==> src/rtl/vdc_read_port.sv <==
// ---------------------------------------------------------------------------
// vdc_read_port
//
// CPU read side of the VDC register interface. Returns bytes to the CPU bus
// from the status register or the VRAM Read Register (VRR). The block owns the
// VRAM read address (MARR copy) and prefetches VRAM words into the VRR latch.
// After each high-byte VRR read it steps the read address and fetches the next
// word.
//
// Optional feature macro: READ_BUSY_STATUS_EN
//   defined   : status bit 6 also reads 1 while a VRAM fetch is outstanding
//   undefined : status_in is returned unmodified
//
// Ports
//   clock       in   system clock
//   reset       in   synchronous active-high reset
//   cpu_rd      in   one-cycle CPU read strobe
//   cpu_addr    in   register offset: 0/1 status, 2 VRR low, 3 VRR high
//   ar_sel      in   current address-register select (0x02 = VRR)
//   status_in   in   live status byte
//   inc_sel     in   address step: 00 +1, 01 +32, 10 +64, 11 +128
//   marr_load   in   load read address and start a fetch
//   marr_value  in   new read address
//   cpu_dout    out  registered read data
//   status_rd   out  one-cycle pulse alongside a status read result
//   vram_req    out  VRAM read request, held until acked
//   vram_addr   out  VRAM read address, stable while vram_req is high
//   vram_ack    in   one-cycle ack; vram_rdata valid in the same cycle
//   vram_rdata  in   VRAM read data
// ---------------------------------------------------------------------------
module vdc_read_port #(
  parameter int AW = 16,
  parameter int DW = 16
) (
  input  logic          clock,
  input  logic          reset,
  input  logic          cpu_rd,
  input  logic [1:0]    cpu_addr,
  input  logic [4:0]    ar_sel,
  input  logic [7:0]    status_in,
  input  logic [1:0]    inc_sel,
  input  logic          marr_load,
  input  logic [AW-1:0] marr_value,
  output logic [7:0]    cpu_dout,
  output logic          status_rd,
  output logic          vram_req,
  output logic [AW-1:0] vram_addr,
  input  logic          vram_ack,
  input  logic [DW-1:0] vram_rdata
);

  localparam logic [4:0] AR_VRR = 5'h02;

  typedef enum logic {
    IDLE = 1'b0,
    REQ  = 1'b1
  } state_t;

  state_t        state_q, state_d;
  logic [AW-1:0] rd_addr_q, rd_addr_d;
  logic [DW-1:0] vrr_q, vrr_d;
  logic          pending_q, pending_d;
  logic          discard_q, discard_d;
  logic          vram_req_q, vram_req_d;
  logic [AW-1:0] vram_addr_q, vram_addr_d;
  logic [7:0]    cpu_dout_q, cpu_dout_d;
  logic          status_rd_q, status_rd_d;

  logic [AW-1:0] inc_step;
  logic          inc_trig;
  logic          fetch_req;
  logic [7:0]    status_byte;

  // Address step selected by the control register.
  always_comb begin
    inc_step = AW'(1);
    case (inc_sel)
      2'b00:   inc_step = AW'(1);
      2'b01:   inc_step = AW'(32);
      2'b10:   inc_step = AW'(64);
      default: inc_step = AW'(128);
    endcase
  end

  // A high-byte VRR read steps the address, unless a MARR load arrives in
  // the same cycle, which takes priority and swallows the increment.
  assign inc_trig  = cpu_rd && (cpu_addr == 2'd3) && (ar_sel == AR_VRR) && !marr_load;
  assign fetch_req = marr_load || inc_trig;

`ifdef READ_BUSY_STATUS_EN
  assign status_byte = {status_in[7], status_in[6] | (state_q == REQ), status_in[5:0]};
`else
  assign status_byte = status_in;
`endif

  // Read address: updated immediately, so any queued fetch uses the final value.
  always_comb begin
    rd_addr_d = rd_addr_q;
    if (marr_load) begin
      rd_addr_d = marr_value;
    end else if (inc_trig) begin
      rd_addr_d = rd_addr_q + inc_step;  // wraps modulo 2^AW
    end
  end

  // CPU read data path.
  always_comb begin
    cpu_dout_d  = cpu_dout_q;
    status_rd_d = 1'b0;
    if (cpu_rd) begin
      case (cpu_addr)
        2'd2:    cpu_dout_d = vrr_q[7:0];
        2'd3:    cpu_dout_d = vrr_q[15:8];
        default: begin
          cpu_dout_d  = status_byte;
          status_rd_d = 1'b1;
        end
      endcase
    end
  end

  // Fetch FSM.
  always_comb begin
    state_d     = state_q;
    vrr_d       = vrr_q;
    pending_d   = pending_q;
    discard_d   = discard_q;
    vram_req_d  = vram_req_q;
    vram_addr_d = vram_addr_q;
    case (state_q)
      IDLE: begin
        // Acks arriving here belong to no request and are ignored.
        if (fetch_req) begin
          vram_req_d  = 1'b1;
          vram_addr_d = rd_addr_d;
          pending_d   = 1'b0;
          discard_d   = 1'b0;
          state_d     = REQ;
        end
      end
      REQ: begin
        if (vram_ack) begin
          // A MARR load in the ack cycle also invalidates this word.
          if (!discard_q && !marr_load) begin
            vrr_d = vram_rdata;
          end
          discard_d = 1'b0;
          pending_d = 1'b0;
          if (pending_q || fetch_req) begin
            vram_req_d  = 1'b1;
            vram_addr_d = rd_addr_d;
          end else begin
            vram_req_d = 1'b0;
            state_d    = IDLE;
          end
        end else if (fetch_req) begin
          // Single-depth queue: further requests merge into one refetch.
          pending_d = 1'b1;
          if (marr_load) begin
            discard_d = 1'b1;
          end
        end
      end
      default: begin
        state_d    = IDLE;
        vram_req_d = 1'b0;
      end
    endcase
  end

  always_ff @(posedge clock) begin
    if (reset) begin
      state_q     <= IDLE;
      rd_addr_q   <= '0;
      vrr_q       <= '0;
      pending_q   <= 1'b0;
      discard_q   <= 1'b0;
      vram_req_q  <= 1'b0;
      vram_addr_q <= '0;
      cpu_dout_q  <= '0;
      status_rd_q <= 1'b0;
    end else begin
      state_q     <= state_d;
      rd_addr_q   <= rd_addr_d;
      vrr_q       <= vrr_d;
      pending_q   <= pending_d;
      discard_q   <= discard_d;
      vram_req_q  <= vram_req_d;
      vram_addr_q <= vram_addr_d;
      cpu_dout_q  <= cpu_dout_d;
      status_rd_q <= status_rd_d;
    end
  end

  assign cpu_dout  = cpu_dout_q;
  assign status_rd = status_rd_q;
  assign vram_req  = vram_req_q;
  assign vram_addr = vram_addr_q;

endmodule
==> config.mk <==
export PLATFORM = sky130hd
export DESIGN_NAME = vdc_read_port
export DESIGN_NICKNAME = d
export VERILOG_FILES = /design/src/rtl/vdc_read_port.sv
export SDC_FILE = /design/constraint.sdc
export NUM_CORES = 1
export LEC_CHECK = 0
export ABC_AREA = 1
export CORE_MARGIN = 2
export CORE_UTILIZATION = 45
export DETAILED_ROUTE_END_ITERATION = 10
export PLACE_DENSITY = 0.75
export SLEW_MARGIN = 5
export SYNTH_ARGS = -nofsm -noshare
export SYNTH_HDL_FRONTEND = slang
export SYNTH_SLANG_ARGS = --single-unit
==> constraint.sdc <==
create_clock -name clock -period 3.8 [get_ports clock]
set_input_delay 0.38 -clock clock [delete_from_list [all_inputs] [get_ports clock]]
set_output_delay 0.38 -clock clock [all_outputs]
set_load 0.005 [all_outputs]
==> run_results.csv <==
group,metric,value,unit
worst_setup_path,critical_path_buf_inv_count,5,
worst_setup_path,slowest_stage,"clkdlybuf4s50_1",
yosys,synthMuxAreaShare,0,
clock_network,postCtsHoldBufs,0,
drt,drtPass1Iterations,4,
worst_setup_path,crit_required,4.04,ns
timing,fin_crit_sh,0.632,
worst_setup_path,path_class,"input pin to register",
worst_hold_path,hold_depth,2,
yosys,ys_seq_elements,61,
timing,setup_slack,1.40,ns
yosys,async_flop_share,0,
yosys,synth_top_family_by_area,"simple AND/OR/NAND/NOR gates",
power_and_ir_drop,p_leak,1.82,nW
worst_hold_path,worstHoldStart,"discard_q",
drt,via_per_inst,5.09,
worst_setup_path,crit_family,"buffers and inverters",
clock_network,ctsHtreeMaxLevel,3,
floorplan,start_util,0.472,
grt,track_usage,0.225,
worst_hold_path,holdPathEnd,"discard_q",
grt,grt_max_degree,47,
power_and_ir_drop,total_power,0.00154,W
yosys,syn-instance-count,441,
yosys,synth.avg_cell_area,6.88,µm²
placement,dpl.hpwl,5830,µm
clock_network,cts_buffer_depth,2,
grt,grt_pass1_wl,13100,µm
timing,rsz0062_at_grt,"no",
clock_network,clockRootBuffer,"clkbuf_8",
floorplan,ios,80,
worst_setup_path,cp_max_fo,28,
floorplan,fp.dieH,86.1,µm
yosys,synth_compound_area_frac,0.146,
grt,antenna_found_initial,0,
timing,max_freq,0.416,GHz
timing,setup_viol,0,
timing,fin_worst_skew,0.00439,ns
floorplan,dieArea,7420,µm²
final_layout,n_antenna_cell,0,
timing,holdWs,0.475,ns
placement,portBuffers,79,
yosys,synth-main-ff-cell,"dfxtp_1",
worst_setup_path,reg2regPathDepth,11,
final_layout,fillers,632,
clock_network,cts_setup_buffers,0,
timing,tns,0,ns
clock_network,clock_latency,0.34,ns
placement,place.gp.congestion,0.860,
drt,postRouteWirelength,7900,µm
timing,worst_pin_slew,0.741,ns
clock_network,cts_resized,0,
placement,dp_slack,1.03,ns
final_layout,num-nets-final,577,
grt,grt-ovfl-total,0,
yosys,ys_types,35,
clock_network,cts_tree,"built",
drt,vias,3054,
drt,drt-initial-drc-count,159,
run_status,status,"finished, final reports clean",
timing,slew_violations,0,
clock_network,cts_buffers,9,
worst_setup_path,cp_slowest_stage_delay,0.80,ns
timing,hold_viol_final,0,
worst_setup_path,r2r_slack,2.02,ns
flow_run,max-cap-violations,0,
grt,first_global_vias,2905,
timing,period_minus_slack,2.40,ns
floorplan,die_w,86.1,µm
final_layout,drive_gt1_frac,0.0631,
power_and_ir_drop,powerDensity,381,nW/µm²
yosys,synth_edf_count,0,
yosys,synth_area,3030,µm²
floorplan,rows,29,
yosys,synth_nets,500,
worst_setup_path,cpMostUsedCell,"inv_1",
worst_setup_path,crit_chain,"clkdlybuf4s50_1 -> inv_1 -> nand2_4 -> or2_4 -> nand2_4 -> inv_6 -> o21ai_0 -> inv_1 -> nand2_1 -> inv_1",
drt,drc,0,
clock_network,cts.sinks,61,
yosys,synth-xor-area-share,0.0115,
final_layout,syn_to_final_growth,32.7,%
worst_setup_path,reg2reg_to,"vram_addr[14]",
worst_setup_path,start_kind,"input pin",
yosys,synthAdderAreaFrac,0.0206,
yosys,ys_seq_area_frac,0.402,
worst_setup_path,crit_arrival,2.64,ns
drt,post_drt_wl_per_cell,13.2,µm
worst_hold_path,hp-class,"register to register",
yosys,ys.warnings.count,0,
floorplan,core-area,6420,µm²
worst_setup_path,end_kind,"register",
yosys,synth-simple-area-share,0.316,
drt,drtAntennaViolNets,0,
worst_setup_path,r2r_start,"rd_addr_q[0]",
clock_network,clk_pin_slew,0.07,ns
timing,relSlewSlack,0.504,
power_and_ir_drop,vdd.ir_drop.worst,206,µV
[cells in the mapped netlist (2+ instances only)]
master / n / area (µm²)
o21ai_0: 36 / 180
nand4_1: 5 / 31.3
buf_6: 3 / 33.8
o21ai_1: 6 / 30.0
a31oi_1: 8 / 50.1
clkbuf_1: 7 / 26.3
clkinv_1: 2 / 7.51
a21oi_1: 25 / 125
xor2_1: 3 / 26.3
dfxtp_1: 61 / 1220
nand3_2: 2 / 20.0
nor2_8: 2 / 40.0
ha_1: 5 / 62.6
inv_1: 53 / 199
nand2_2: 3 / 18.8
nand2_1: 102 / 383
nor2_1: 67 / 251
nand3_1: 30 / 150
nand2_4: 4 / 45.0
buf_2: 2 / 10.0
[power breakdown]
group / internal (W) / switching (W) / leakage [nW]
sequential: 0.000682 / 0.0000277 / 0.502
clock: 0.000319 / 0.000250 / 0.0964
combinational: 0.000135 / 0.000123 / 1.23
[worst min-delay path, stage by stage, from the launching register on]
cell,delay (ns)
dfxtp_1,0.31
nor2_1,0.05
nor2_1,0.08
[logic make-up after synthesis]
group | Yosys count
flip-flops | 61
buffers and inverters | 71
adder cells (fa/ha/maj) | 5
AND/OR/NAND/NOR | 218
XOR/XNOR | 4
AO/OA/AOI/OAI | 82
[state kept, by name, indices dropped and copies added, names as in the netlist]
| signal | cells |
|---|---|
| cpu_dout | 8 |
| discard_q | 1 |
| pending_q | 1 |
| rd_addr_q | 16 |
| state_q | 1 |
| status_rd | 1 |
| vram_addr | 16 |
| vram_req | 1 |
| vrr_q | 16 |
[through the flow]
stage | utilization | instance area [µm²] | std cells
CTS | 0.627 | 4030 | 600
floorplan | - | 3030 | 441
detailed placement | 0.597 | 3830 | 584
global route | 0.627 | 4030 | 600
global placement | 0.597 | 3830 | 584
finish | 0.627 | 4030 | 600
[worst max-delay path by stage]
stage | start | endpoint | slack (ns) | depth (start not counted)
after floorplan | inc_sel[0] | vram_addr[14] | 2.09 | 13
after global placement | marr_load | vram_addr[8] | 1.12 | 9
after detailed placement | marr_load | vram_addr[14] | 1.03 | 10
after CTS | marr_load | vram_addr[14] | 1.41 | 10
after global routing | marr_load | vram_addr[8] | 1.14 | 10
final | marr_load | vram_addr[14] | 1.40 | 10
[final cells by class]
| type | count | area, µm² | share of cell area |
|---|---|---|---|
| Timing Repair Buffer | 80 | 798 | 0.198 |
| Multi-Input combinational cell | 309 | 1500 | 0.372 |
| Clock inverter | 4 | 47.5 | 0.0118 |
| Inverter | 57 | 219 | 0.0544 |
| Tap cell | 77 | 96.3 | 0.0239 |
| Clock buffer | 12 | 145 | 0.0360 |
| Sequential cell | 61 | 1220 | 0.303 |
[routing by layer]
metal  global-route usage  vias to the layer above  wire length (µm)
met5                    0                        -                 0
met4               0.0952                        0               159
met3               0.0529                       15               465
met2                0.364                       97              3610
met1                0.288                     1383              3670
li1                     -                     1559                 -
[cells in the final DEF, fill, tap and decap left out, types with 6 or more instances in the layout]
| cell type | synthesis | routed |
|---|---|---|
| a21oi_1 | 25 | 25 |
| clkbuf_8 | 0 | 10 |
| dfxtp_1 | 61 | 61 |
| o21ai_1 | 6 | 6 |
| clkdlybuf4s50_1 | 0 | 79 |
| nor2_1 | 67 | 67 |
| nand2_1 | 102 | 102 |
| a31oi_1 | 8 | 8 |
| nand3_1 | 30 | 30 |
| o21ai_0 | 36 | 36 |
| inv_1 | 53 | 53 |
Note: power is estimated with default switching activity, not from simulation.
==> RTL change 1: new RTL, config.mk and constraints unchanged <==
Take the reset off `rd_addr_q` and load it in a clocked block of its own.
--- a/src/rtl/vdc_read_port.sv
+++ b/src/rtl/vdc_read_port.sv
@@ -171,7 +171,6 @@
   always_ff @(posedge clock) begin
     if (reset) begin
       state_q     <= IDLE;
-      rd_addr_q   <= '0;
       vrr_q       <= '0;
       pending_q   <= 1'b0;
       discard_q   <= 1'b0;
@@ -181,7 +180,6 @@
       status_rd_q <= 1'b0;
     end else begin
       state_q     <= state_d;
-      rd_addr_q   <= rd_addr_d;
       vrr_q       <= vrr_d;
       pending_q   <= pending_d;
       discard_q   <= discard_d;
@@ -192,6 +190,10 @@
     end
   end
 
+  always_ff @(posedge clock) begin
+    rd_addr_q <= rd_addr_d;
+  end
+
   assign cpu_dout  = cpu_dout_q;
   assign status_rd = status_rd_q;
   assign vram_req  = vram_req_q;
Behaviour: not the same (Yosys sat finds a counterexample within 4 cycles, from zero or initial values and one cycle with reset high).
==> RTL change 1 against the original RTL <==
- critical path depth up 2
- largest power group unchanged
- highest routed layer unchanged
- final area fell by 0.53%
- non-clock buffer count is 1 higher
- wire length down 4.0%
- setup slack improved by 350 ps
- clock skew increased by 3.5 ps
- power down 1.2%
- the flow now finishes with violations (design-rule violations)
- sequential cell count stayed put
- first-iteration DRC count is 35% higher
- area after synthesis decreased by 0.58%
- fmax increased by 17%
==> RTL change 1: results (changes against the original RTL) <==
setup_path:
  ff2ff_setup_slack_ps: 2080  # +60 ps
  arrival_ps: 2300  # -340 ps
  crit_path_end: "vram_addr[15]"
  r2r-start: "rd_addr_q[5]"
  critPathMaxFanout: 19  # -32%
cells_and_area:
  buf_share_pct: 20.1  # +0.29 points
  n_fill_cell: 608  # -3.8%
  seq_share_pct: 30.5  # +0.16 points
  nets: 584  # +1.2%
  multi_input_area_share_pct: 37.1  # -0.15 points
routing:
  route.met3.wl_um: 498  # +7.1%
  dr.pass1.iters: 7  # +3
  route.detailed.drc: 3  # +3
global_routing:
  met1_usage_pct: 27.4  # -1.4 points
  grt_max_degree: 42  # -11%
  grt_pass1_vias: 2852  # -1.8%
  track_usage_pct: 21.6  # -0.90 points
  met3_usage_pct: 6.26  # +0.96 points
timing:
  whs_ps: 479  # +3.98 ps
  skew_ps: 7.90  # +3.51 ps
synthesis:
  synthTopCellsByArea: "dfxtp_1 (40%), nand2_1 (15%), nor2_1 (8.2%)"
  yosys.cell_types.count: 30  # -14%
  seq_area_frac_synth_pct: 40.5  # +0.23 points
  syn_inst: 446  # +1.1%
  synthTopCellsByCount: "nand2_1 (118), nor2_1 (66), dfxtp_1 (61)"
  synth_nets: 505  # +1.0%
power:
  p_leak_nw: 1.85  # +1.6%
status:
  violations: "design-rule violations"
  status: "finished, violations left"
place:
  placed_cells: 591  # +1.2%
  preCtsSetupSlack_ps: 1390  # +361 ps
floorplan:
  die_w_um: 85.9  # -0.28%
[RTL change 1: cells by family after synthesis]
| family | share of synthesized area (%) |
|---|---|
| compound gates | 11.6 |
| buf+inv | 10.2 |
| fa+ha+maj | 2.07 |
| flops | 40.5 |
| simple gates | 35.6 |
[RTL change 1: how the worst min path moves through the flow]
| stage | from | end | depth (start not counted) |
|---|---|---|---|
| 2_1_floorplan | reset | vram_addr[4] | 1 |
| 3_3_place_gp | vram_addr[4] | vram_addr[4] | 2 |
| 3_5_place_dp | vrr_q[11] | vrr_q[11] | 2 |
| 4_1_cts | vrr_q[7] | cpu_dout[7] | 2 |
| 5_1_grt | vrr_q[11] | cpu_dout[3] | 2 |
| 6_report | vram_req | vram_req | 2 |
[RTL change 1: where the power goes]
group	internal, W	switching, W
logic	0.000147	0.000143
registers	0.000688	0.0000334
clock network	0.000252	0.000254
total	0.00109	0.000431
==> RTL change 2: new RTL, config.mk and constraints unchanged <==
Without the edit above. The option `READ_BUSY_STATUS_EN` is turned on by a define.
--- a/src/rtl/vdc_read_port.sv
+++ b/src/rtl/vdc_read_port.sv
@@ -28,6 +28,8 @@
 //   vram_ack    in   one-cycle ack; vram_rdata valid in the same cycle
 //   vram_rdata  in   VRAM read data
 // ---------------------------------------------------------------------------
+`define READ_BUSY_STATUS_EN
+
 module vdc_read_port #(
   parameter int AW = 16,
   parameter int DW = 16
Check against the original RTL: not equivalent (Yosys sat finds a counterexample within 4 cycles, from zero or initial values and one cycle with reset high).
==> RTL change 2 against the original RTL <==
- global-route usage fell by 0.39 points
- setup slack improved by 76 ps
- die area shrank 1.5%
- wire length is 2.0% lower
- final area is 0.90% lower
- fmax up 3.3%
- area after synthesis decreased by 1.5%
- sequential share of layout area increased by 0.28 points
- sequential cell count unchanged
- power fell by 2.7%
- count of clock-buffer cells in the layout up 1
- clock skew grew 2.8 ps
- critical endpoint is now vram_addr[9]
- largest power group unchanged
==> RTL change 2: results (changes against the original RTL) <==
synthesis:
  synth.avg_cell_area_sq_um: 6.74  # -2.0%
  synthTopCellsByArea: "dfxtp_1 (41%), nand2_1 (13%), nor2_1 (8.2%)"
  synth_nets: 502  # +0.40%
  seq_area_frac_synth_pct: 40.9  # +0.62 points
  synthTopCellsByCount: "nand2_1 (104), nor2_1 (65), dfxtp_1 (61)"
place:
  dpl.hpwl_mm: 5.81  # -0.42%
  placed_cells: 587  # +0.51%
  globalplace.congestion: 0.863  # +0.42%
  place_area_sq_um: 3810  # -0.72%
routing:
  wl_met2_mm: 3.67  # +1.9%
  wl_per_cell_um: 12.9  # -2.2%
  route.met3.wl_um: 487  # +4.7%
  num_vias: 3065  # +0.36%
  wl_met1_mm: 3.46  # -5.9%
  drtIter0Drc: 129  # -19%
  via_per_inst: 5.10  # +0.19%
clock_network:
  insertion_delay_ps: 320  # -20 ps
timing:
  skew_ps: 7.15  # +2.76 ps
  slew_headroom_pct: 51.6  # +1.2 points
global_routing:
  grt_pass1_wl_mm: 13.0  # -0.73%
  track_usage_pct: 22.2  # -0.39 points
  grt_pass1_vias: 2983  # +2.7%
cells_and_area:
  nets: 580  # +0.52%
  n_fill_cell: 604  # -4.4%
power:
  peakVddDrop_mv: 0.187  # -9.0%
setup_path:
  arrival_ps: 2540  # -100 ps
  ff2ff_setup_slack_ps: 1920  # -100 ps
status:
  status: "completed"
## RTL change 2: worst paths after layout
check / from / to / cells past startpoint
max: marr_load / vram_addr[9] / 9
min: discard_q / discard_q / 2
max reg2reg: rd_addr_q[0] / vram_addr[14] / 11
min reg2reg: discard_q / discard_q / 2
## RTL change 2: final cells by class
| type | instances | area share (%) |
|---|---|---|
| Timing Repair Buffer | 81 | 20.2 |
| Multi-Input combinational cell | 310 | 36.6 |
| Inverter | 58 | 5.58 |
| Clock inverter | 1 | 0.125 |
| Clock buffer | 13 | 4.48 |
| Sequential cell | 61 | 30.6 |
| Tap cell | 77 | 2.41 |
## RTL change 2: metrics by stage
stage / power (W) / setup WS (ps)
after detailed placement: 0.000977 / 1100
after CTS: 0.00150 / 1440
after floorplan: 0.000845 / 2090
after global routing: 0.00156 / 1290
after global placement: 0.000971 / 1160
final: 0.00149 / 1470
## RTL change 2: cell families after synthesis
| group | share of synthesized area, % |
|---|---|
| xor+xnor | 1.17 |
| fa+ha+maj | 2.09 |
| buf+inv | 10.2 |
| compound gates | 14.3 |
| flops | 40.9 |
| simple gates | 31.4 |
## RTL change 2: layer usage
metal	GRT usage (%)	vias to the layer above
li1	-	1575
met1	27.2	1379
met2	36.7	91
met3	6.32	20
met4	8.51	0
met5	0	-
## RTL change 2: power breakdown
group | internal [W] | total [W] | switching, W
sequential | 0.000682 | 0.000709 | 0.0000270
clock | 0.000300 | 0.000529 | 0.000229
combinational | 0.000135 | 0.000255 | 0.000121
total | 0.00112 | 0.00149 | 0.000377
## RTL change 2: worst reg2reg max path, stage by stage (launching register included)
cell,delay (ps)
dfxtp_1,330
ha_1,240
ha_1,220
nand2_1,90
o21bai_1,290
nand2_1,100
nand2_1,100
nand3_1,70
nand3_1,120
nand3_1,110
nand2_1,90
inv_1,40
